**src/rtl/rv32_multicycle_core.sv**
```systemverilog
// Minimal multi-cycle RV32I core: FETCH/EXEC controller sharing one valid/ready memory port
// for instruction fetch and load/store traffic. DATA_WIDTH must be 32.
module rv32_multicycle_core #(
  parameter int unsigned DATA_WIDTH = 32
) (
  input  logic                  i_clk,
  input  logic                  i_rst,
  output logic [31:0]           o_addr,
  output logic [DATA_WIDTH-1:0] o_data,
  output logic                  o_wr_valid,
  input  logic                  i_wr_ready,
  input  logic [DATA_WIDTH-1:0] i_data,
  input  logic                  i_rd_valid,
  output logic                  o_rd_ready,
  output logic                  o_invalid_inst
);

  typedef enum logic [2:0] {
    StFetch = 3'b000,
    StExec  = 3'b001
  } state_e;

  localparam logic [6:0] OpLui    = 7'b0110111;
  localparam logic [6:0] OpAuipc  = 7'b0010111;
  localparam logic [6:0] OpJal    = 7'b1101111;
  localparam logic [6:0] OpJalr   = 7'b1100111;
  localparam logic [6:0] OpBranch = 7'b1100011;
  localparam logic [6:0] OpLoad   = 7'b0000011;
  localparam logic [6:0] OpStore  = 7'b0100011;
  localparam logic [6:0] OpImm    = 7'b0010011;
  localparam logic [6:0] OpReg    = 7'b0110011;
  localparam logic [6:0] OpFence  = 7'b0001111;
  localparam logic [6:0] OpSystem = 7'b1110011;

  state_e      state_q, state_d;
  logic [31:0] pc_q, pc_d;
  logic [31:0] inst_q, inst_d;
  logic [31:0] rf_q [32];

  logic        rf_we, rf_wr_en, exec_done, illegal, take_branch;
  logic [31:0] rf_wdata, pc_next;

  logic [6:0]  opcode, funct7;
  logic [4:0]  rd, rs1, rs2;
  logic [2:0]  funct3;
  logic [31:0] rs1_val, rs2_val;
  logic [31:0] imm_i, imm_s, imm_b, imm_u, imm_j;

  assign opcode  = inst_q[6:0];
  assign rd      = inst_q[11:7];
  assign funct3  = inst_q[14:12];
  assign rs1     = inst_q[19:15];
  assign rs2     = inst_q[24:20];
  assign funct7  = inst_q[31:25];
  assign rs1_val = rf_q[rs1];
  assign rs2_val = rf_q[rs2];

  assign imm_i = {{20{inst_q[31]}}, inst_q[31:20]};
  assign imm_s = {{20{inst_q[31]}}, inst_q[31:25], inst_q[11:7]};
  assign imm_b = {{19{inst_q[31]}}, inst_q[31], inst_q[7], inst_q[30:25], inst_q[11:8], 1'b0};
  assign imm_u = {inst_q[31:12], 12'b0};
  assign imm_j = {{11{inst_q[31]}}, inst_q[31], inst_q[19:12], inst_q[20], inst_q[30:21], 1'b0};

  function automatic logic [31:0] alu(input logic [31:0] a, input logic [31:0] b,
                                      input logic [2:0] f3, input logic alt);
    case (f3)
      3'b000:  alu = alt ? a - b : a + b;
      3'b001:  alu = a << b[4:0];
      3'b010:  alu = {31'b0, $signed(a) < $signed(b)};
      3'b011:  alu = {31'b0, a < b};
      3'b100:  alu = a ^ b;
      3'b101:  alu = alt ? $unsigned($signed(a) >>> b[4:0]) : a >> b[4:0];
      3'b110:  alu = a | b;
      default: alu = a & b;
    endcase
  endfunction

  // Loads take the low lanes of the returned word; no byte-lane steering.
  function automatic logic [31:0] load_ext(input logic [31:0] d, input logic [2:0] f3);
    case (f3)
      3'b000:  load_ext = {{24{d[7]}}, d[7:0]};
      3'b001:  load_ext = {{16{d[15]}}, d[15:0]};
      3'b100:  load_ext = {24'b0, d[7:0]};
      3'b101:  load_ext = {16'b0, d[15:0]};
      default: load_ext = d;
    endcase
  endfunction

  always_comb begin
    state_d        = state_q;
    pc_d           = pc_q;
    inst_d         = inst_q;
    o_addr         = pc_q;
    o_data         = '0;
    o_wr_valid     = 1'b0;
    o_rd_ready     = 1'b0;
    o_invalid_inst = 1'b0;
    rf_we          = 1'b0;
    rf_wdata       = '0;
    exec_done      = 1'b1;
    illegal        = 1'b0;
    take_branch    = 1'b0;
    pc_next        = pc_q + 32'd4;

    case (state_q)
      StFetch: begin
        o_rd_ready = 1'b1;
        if (i_rd_valid) begin
          inst_d  = i_data;
          state_d = StExec;
        end
      end
      StExec: begin
        case (opcode)
          OpLui: begin
            rf_we    = 1'b1;
            rf_wdata = imm_u;
          end
          OpAuipc: begin
            rf_we    = 1'b1;
            rf_wdata = pc_q + imm_u;
          end
          OpJal: begin
            rf_we    = 1'b1;
            rf_wdata = pc_q + 32'd4;
            pc_next  = pc_q + imm_j;
          end
          OpJalr: begin
            if (funct3 != 3'b000) begin
              illegal = 1'b1;
            end else begin
              rf_we    = 1'b1;
              rf_wdata = pc_q + 32'd4;
              pc_next  = (rs1_val + imm_i) & ~32'd1;
            end
          end
          OpBranch: begin
            case (funct3)
              3'b000:  take_branch = rs1_val == rs2_val;
              3'b001:  take_branch = rs1_val != rs2_val;
              3'b100:  take_branch = $signed(rs1_val) < $signed(rs2_val);
              3'b101:  take_branch = $signed(rs1_val) >= $signed(rs2_val);
              3'b110:  take_branch = rs1_val < rs2_val;
              3'b111:  take_branch = rs1_val >= rs2_val;
              default: illegal = 1'b1;
            endcase
            if (take_branch) pc_next = pc_q + imm_b;
          end
          OpImm: begin
            if ((funct3 == 3'b001 && funct7 != 7'b0) ||
                (funct3 == 3'b101 && funct7 != 7'b0 && funct7 != 7'b0100000)) begin
              illegal = 1'b1;
            end else begin
              rf_we    = 1'b1;
              rf_wdata = alu(rs1_val, imm_i, funct3, funct3 == 3'b101 && inst_q[30]);
            end
          end
          OpReg: begin
            if (funct7 == 7'b0 ||
                (funct7 == 7'b0100000 && (funct3 == 3'b000 || funct3 == 3'b101))) begin
              rf_we    = 1'b1;
              rf_wdata = alu(rs1_val, rs2_val, funct3, inst_q[30]);
            end else begin
              illegal = 1'b1;
            end
          end
          OpLoad: begin
            if (funct3 == 3'b011 || funct3 == 3'b110 || funct3 == 3'b111) begin
              illegal = 1'b1;
            end else begin
              o_addr     = rs1_val + imm_i;
              o_rd_ready = 1'b1;
              exec_done  = i_rd_valid;
              rf_we      = 1'b1;
              rf_wdata   = load_ext(i_data, funct3);
            end
          end
          OpStore: begin
            if (funct3[2] || funct3 == 3'b011) begin
              illegal = 1'b1;
            end else begin
              o_addr     = rs1_val + imm_s;
              o_wr_valid = 1'b1;
              exec_done  = i_wr_ready;
              case (funct3)
                3'b000:  o_data = {24'b0, rs2_val[7:0]};
                3'b001:  o_data = {16'b0, rs2_val[15:0]};
                default: o_data = rs2_val;
              endcase
            end
          end
          OpFence, OpSystem: ;
          default: illegal = 1'b1;
        endcase
        o_invalid_inst = illegal;
        if (exec_done) begin
          state_d = StFetch;
          pc_d    = pc_next;
        end
      end
      default: state_d = StFetch;
    endcase
  end

  assign rf_wr_en = rf_we && exec_done && (rd != 5'd0);

  always_ff @(posedge i_clk or negedge i_rst) begin
    if (!i_rst) begin
      state_q <= StFetch;
      pc_q    <= '0;
      inst_q  <= '0;
    end else begin
      state_q <= state_d;
      pc_q    <= pc_d;
      inst_q  <= inst_d;
    end
  end

  always_ff @(posedge i_clk or negedge i_rst) begin
    if (!i_rst) begin
      for (int i = 0; i < 32; i++) rf_q[i] <= '0;
    end else if (rf_wr_en) begin
      rf_q[rd] <= rf_wdata;
    end
  end

endmodule

```
**config.mk**
```make
export PLATFORM = sky130hd
export DESIGN_NAME = rv32_multicycle_core
export DESIGN_NICKNAME = d
export VERILOG_FILES = /design/src/rtl/rv32_multicycle_core.sv
export SDC_FILE = /design/constraint.sdc
export NUM_CORES = 2
export LEC_CHECK = 0
export ABC_AREA = 0
export ABC_CLOCK_PERIOD_IN_PS = 10100
export CORE_ASPECT_RATIO = 1.5
export CORE_MARGIN = 3
export CORE_UTILIZATION = 40
export CTS_CLUSTER_SIZE = 10
export DETAILED_ROUTE_END_ITERATION = 10
export PLACE_DENSITY_LB_ADDON = 0.25
export RECOVER_POWER = 100
export SYNTH_ARGS = -nofsm -noshare
export SYNTH_HDL_FRONTEND = slang
export SYNTH_SLANG_ARGS = --single-unit
```
**constraint.sdc**
```tcl
create_clock -name i_clk -period 10.1 [get_ports i_clk]
set_input_delay 2.525 -clock i_clk [delete_from_list [all_inputs] [get_ports i_clk]]
set_output_delay 2.525 -clock i_clk [all_outputs]
set_load 0.01 [all_outputs]
```
=== After elaboration in Yosys (flattened, before gate mapping) ===
Index checks and enable logic that the tools add are counted.

* Add/subtract/negate cells: 9
* $lt $le $gt $ge: 10
* Equal/unequal tests: 25
* Shift operators: 6
* Mux-type cells: 63
* Bitwise operators: 9
* Reductions and logical operators: 26

{| class="wikitable"
|+ Operator list
! kind !! number
|-
| $bwmux 1024 || 1
|-
| $mux 32 || 22
|-
| $pmux 32 s7 || 3
|-
| $bmux 32 s5 || 2
|-
| $add 32x32->32 || 6
|-
| $demux 32 s5 || 1
|-
| $pmux 32 s2 || 2
|-
| $pmux 32 s4 || 1
|-
| $lt 32x32->1 || 3
|-
| $pmux 32 s3 || 1
|-
| $and 32x32->32 || 2
|-
| $ge 32x32->1 || 2
|-
| $or 32x32->32 || 2
|-
| $shl 32x5->32 || 2
|-
| $shr 32x5->32 || 2
|-
| $sshr 32x5->32 || 2
|-
| $sub 32x32->32 || 2
|-
| $xor 32x32->32 || 2
|-
| $add 32x3->32 const B || 1
|-
| $eq 32x32->1 || 1
|-
| $lt 32x12->1 || 1
|-
| $ne 32x32->1 || 1
|-
| $eq 7x6->1 const B || 4
|-
| $eq 7x7->1 const B || 4
|-
| 29 further kinds || 78
|}

* Register bits: 1091
* Output and inout bits: 67
* Logic and storage cells: 183

=== Logic depth before layout (Yosys ltp) ===
* Depth in word-level cells: 11
* Gate-level depth with buffers: 28
* Gate-level depth less buffers: 18

=== Worst setup path before layout ===
OpenSTA, ideal clock, no wires.

* Kind: register to output
* Start: reg inst_q[23]
* End: out o_addr[29]
* Data arrival time: 5.433 ns
* Slack: 2.142 ns
* Cell stages (with the launch flop): 18
* Buffers on the path: 7
* Cells stage by stage: dfrtp_1 clkbuf_1 inv_1 clkbuf_1 clkbuf_1 clkbuf_1 clkbuf_1 buf_1 ha_1 clkbuf_1 and3_1 a2111oi_2 o21ai_1 a21bo_2 and4_1 nor2_1 o221ai_1 a32o_1

* Longest elaborated chain between the ends: 4

{| class="wikitable"
|+ RTL lines
! element !! line !! source
|-
| start: declaration || 37 || <nowiki>logic [31:0] inst_q, inst_d;</nowiki>
|-
| start signal: assignment || 215 || <nowiki>inst_q <= inst_d;</nowiki>
|-
| $add 32x32->32 || 171 || <nowiki>o_addr = rs1_val + imm_i;</nowiki>
|-
| $mux 32 || 168 || <nowiki>if (funct3 == 3'b011 || funct3 == 3'b110 || funct3 == 3'b111) begin</nowiki>
|-
| $pmux 32 s2 || 114 || <nowiki>case (opcode)</nowiki>
|-
| $mux 32 || 105 || <nowiki>case (state_q)</nowiki>
|-
| end: declaration || 8 || <nowiki>output logic [31:0] o_addr,</nowiki>
|}

Every way passes these cells.

=== Final worst setup path ===
* Start: reg inst_q[20]
* End: reg rf_q[155] (netlist name)

* Longest elaborated chain between the ends: 11
* Elaborated cells on any way between the ends: 29
* Classes of those cells: add/sub (5); shift (6); mux (14); bitwise (4)

{| class="wikitable"
|+ RTL lines
! element !! line !! source
|-
| $not 5->6 (not written as such) || 56 || <nowiki>assign rs2_val = rf_q[rs2];</nowiki>
|-
| $bmux 32 s5 || 56 ||
|-
| $mux 32 (not written as such) (2 in a row) || 56 ||
|-
| $add 32x32->32, or another cell as far along || 67 || <nowiki>3'b000: alu = alt ? a - b : a + b;</nowiki>
|-
| $mux 32 (on tied branches) || 67, 72 ||
|-
| $pmux 32 s7 || 66 || <nowiki>case (f3)</nowiki>
|-
| $mux 32 || 159 || <nowiki>if (funct7 == 7'b0 ||</nowiki>
|-
| $pmux 32 s7 * || 114 ||
|-
| $mux 32 * || 105 ||
|-
| $bwmux 1024 * || 223 || <nowiki>rf_q[rd] <= rf_wdata;</nowiki>
|-
| end signal: indexed assignment || 223 ||
|-
| end: declaration || 38 || <nowiki>logic [31:0] rf_q [32];</nowiki>
|}

Every way passes the cells marked *; elsewhere a longest branch is shown, timed or not. The select of a mux whose other input is x is not followed.
A chain may end at the register's enable or synchronous reset.

==> results.txt <==
CP arrival: 11150 ps
leak pwr: 40.9 nW
die area: 0.222 mm2
CTS max path bufs: 4
Sw Ratio: 48.9%
peak per-stage delay on the critical path: 1540 ps
Final #Nets: 9597
Vias per Instance: 7.43
Slew Limit Fails: 1244
layout cells sized above 1: 17.5%
Setup CP Type: reg2reg
drt pass-1 iters: 10
gr usage total: 50.8%
# Max-Cap Violations: 34
failing checks: max-capacitance violations, max-slew violations, negative setup slack
top-count cell post-synth: dfrtp_1
Total Routed Length: 573 mm
outcome: complete, but fails checks
Multi-input gate area: 0.0549 mm2
Required @ worst endpoint: 10810 ps
Sequential Power Share: 25.3%
Hold Crit Class: reg2reg
Mapped Area: 0.0864 mm2
area growth from synthesis to layout: 10.6%
first-pass GRT wire length: 773 mm
Min Hold Slack: 400 ps
Syn Nets: 9725
initial antenna violation count: 73
Top FF cell, synth: dfrtp_1
Final HPWL DP: 415 mm
grt ovf: 0
Final Instance Count excl. Fillers: 12200
max_slew headroom: -262%
Worst-Margin Slew: 5430 ps
top cell type's share of synthesized area: 31.5%
DIE HEIGHT: 575 um
CTS tree: done
Critical Path Start Type: flip-flop
crit path max-delay cell type: mux2i_2
unique cell type count in the Yosys netlist: 119
Port-buffer cells: 102
Final min period: 10450 ps
GP Congestion: 1.14
Skew-Pair Late Insertion Delay: 870 ps
Post-synth EDFFs: 0
vias in the first global route: 86900
Crit path max-delay family: multiplexers
Power Total: 0.0189 W
Peak VDD IR: 148 uV
Avg Cell Area, Syn: 9.18 um2
Seq. cell area: 0.0273 mm2
setup ws final: -349 ps
final hold vios: 0
Placed Cells: 12000
Clk pwr share: 24.6%
DRT iter0 DRCs: 13900
Post-route DRC: 0
Synth Warn #: 0
worst-path cell chain: buf_4, mux4_2, mux4_2, mux2i_2, clkbuf_1, inv_1, ha_1, a21o_1, a21oi_1, o21ai_1, a21oi_1, o311ai_0, o211ai_1, mux2i_1, buf_4, nor4_2, o21ai_2, clkbuf_2, mux2_2
ranking of synthesized cells by area: dfrtp_1, mux4_2, mux2i_1
Crit. End Element: flip-flop
Post-Route Utilization: 44.6%
layout filler cell count: 21200
Reg clk slew, reported paths: 70 ps
Seq/Total Area, Yosys: 31.5%
TritonCTS Sinks: 1088
CP bufs+invs: 5
PD cells: 198 mW/mm2
CP max FO: 38
RSZ-0062 raised after global routing: false
#FFs+latches synth: 1088
Routed WL per cell: 46.9 um
Int Pwr: 0.00967 W
Max Clock Skew: 87.2 ps
H-tree Lvls: 4
hold-fix buffers at CTS: 0
die width: 385 um
Max Clock Freq: 95.7 MHz
setup violators final: 190
TritonCTS buffer count: 140
Tcrit/Tclk final: 103%
post-route ant nets: 0
Gate power share: 50.1%
Switching Power: 0.00925 W
io pins: 103
Cells after Synth: 9413
largest area contributor in the netlist: dfrtp_1
post-synthesis async set-or-reset flop share: 100%
vias after detailed routing: 90700
FP Rows: 208
largest net degree at the start of global routing: 164
clock root buffer master: clkbuf_16
most frequent cells after synthesis: dfrtp_1, nor2_1, a21oi_1, mux2i_1, nand2_1
Starting Density: 40.3%
core box area: 0.214 mm2
worst paths after layout:
path                       startpoint         end  slack [ps]  cells past startpoint
hold / removal             rf_q[1023]  rf_q[1023]         400                      0
setup / recovery           inst_q[20]   rf_q[155]        -350                     19
hold reg to reg            rf_q[1023]  rf_q[1023]         400                      0
setup reg to reg           inst_q[20]   rf_q[155]        -350                     19
max in group asynchronous       i_rst    rf_q[12]         690                      3
min in group asynchronous       i_rst    pc_q[29]        3580                      1
final cells by class:
class / count / area share, %
inverters: 153 / 0.610
clock inverters: 15 / 0.171
multi-input cells: 7271 / 57.5
repair buffers: 631 / 5.52
clock buffers: 160 / 3.85
diodes: 59 / 0.154
well taps: 2835 / 3.71
flip-flops and latches: 1088 / 28.5
stage by stage:
| stage | area [um2] | worst slack [ps] | TNS, ps |
|---|---|---|---|
| 2_1_floorplan | 86400 | 2140 | 0 |
| 6_report | 95600 | -349 | -31700 |
| 3_3_place_gp | 91700 | 896 | 0 |
| 4_1_cts | 95600 | 42.6 | 0 |
| 5_1_grt | 95500 | 19.6 | 0 |
| 3_5_place_dp | 91700 | 901 | 0 |
power by group through the flow:
stage	clock network (W)	logic [W]	registers [W]
after floorplan	0	0.00481	0.00462
after global placement	0	0.00874	0.00484
after detailed placement	0	0.00874	0.00484
after CTS	0.00465	0.00877	0.00476
after global routing	0.00482	0.00954	0.00477
final	0.00466	0.00948	0.00478
registers in the layout (all words and copies together), names as in the netlist:
name     flops
inst_q      32
rf_q      1024
pc_q        31
state_q      1
per-layer routing:
metal / vias to the layer above / routed length, um / track usage, % / part of all wire (%)
met5: - / 325 / 0.784 / 0.057
met4: 40 / 80800 / 55.2 / 14
met3: 3150 / 65100 / 20.2 / 11
met2: 7602 / 246000 / 75.0 / 43
met1: 44900 / 180000 / 52.2 / 32
li1: 35000 / - / - / -
logic make-up after synthesis:
family                     synth area share (%)
adders and majority gates                  4.07
and+or+nand+nor                            13.3
AOI/OAI and AO/OA                          20.3
buffers and inverters                      5.62
DFF                                        31.5
xor gates and xnor gates                   1.51
muxes                                      23.7
what timing repair did:
| action | in CTS | in global routing |
|---|---|---|
| endpoints found under the setup margin | 0 | 10 |
| buffers inserted | 0 | 1 |
| resized for setup | 0 | 2 |
cells in the final DEF (no fill, tap or decap), types with 30 or more instances in the layout:
cell,synthesis,layout
dfrtp_1,1088,1074
nor2_1,1011,964
a21oi_1,802,798
mux2i_1,771,764
nand2_1,657,658
o21ai_0,497,526
buf_4,61,433
mux2_2,393,390
mux4_2,344,344
ha_1,268,268
nand3_1,260,257
o22ai_1,250,248
a22oi_1,207,207
a31oi_1,160,158
nor3_1,164,149
clkbuf_16,0,143
inv_1,133,127
xnor2_1,89,88
a211oi_1,87,84
nand4_1,74,74
a21o_1,68,68
nor4_1,65,62
xor2_1,60,60
diode_2,0,59
o211ai_1,57,57
o221ai_1,60,57
clkdlybuf4s50_1,0,57
and3_1,54,54
nand2b_1,52,52
a221oi_1,53,52
o21a_1,45,45
o31ai_1,46,45
dlygate4sd3_1,0,44
clkbuf_1,534,38
nor2_4,1,36
mux2_1,2,34
o21bai_1,32,32
or3_1,32,32
nor2b_1,35,30
worst reg2reg max path: stages, from the launching register on:
cell      delay (ps)
dfrtp_4         1000
buf_4            520
mux4_2           570
mux4_2           530
mux2i_2         1540
clkbuf_1         540
inv_1            110
ha_1             280
a21o_1           190
a21oi_1          500
o21ai_1          550
a21oi_1          800
o311ai_0         270
o211ai_1         160
mux2i_1          110
buf_4            240
nor4_2          1290
o21ai_2          160
clkbuf_2         470
mux2_2           480
Power figures use the tool's default switching activity.
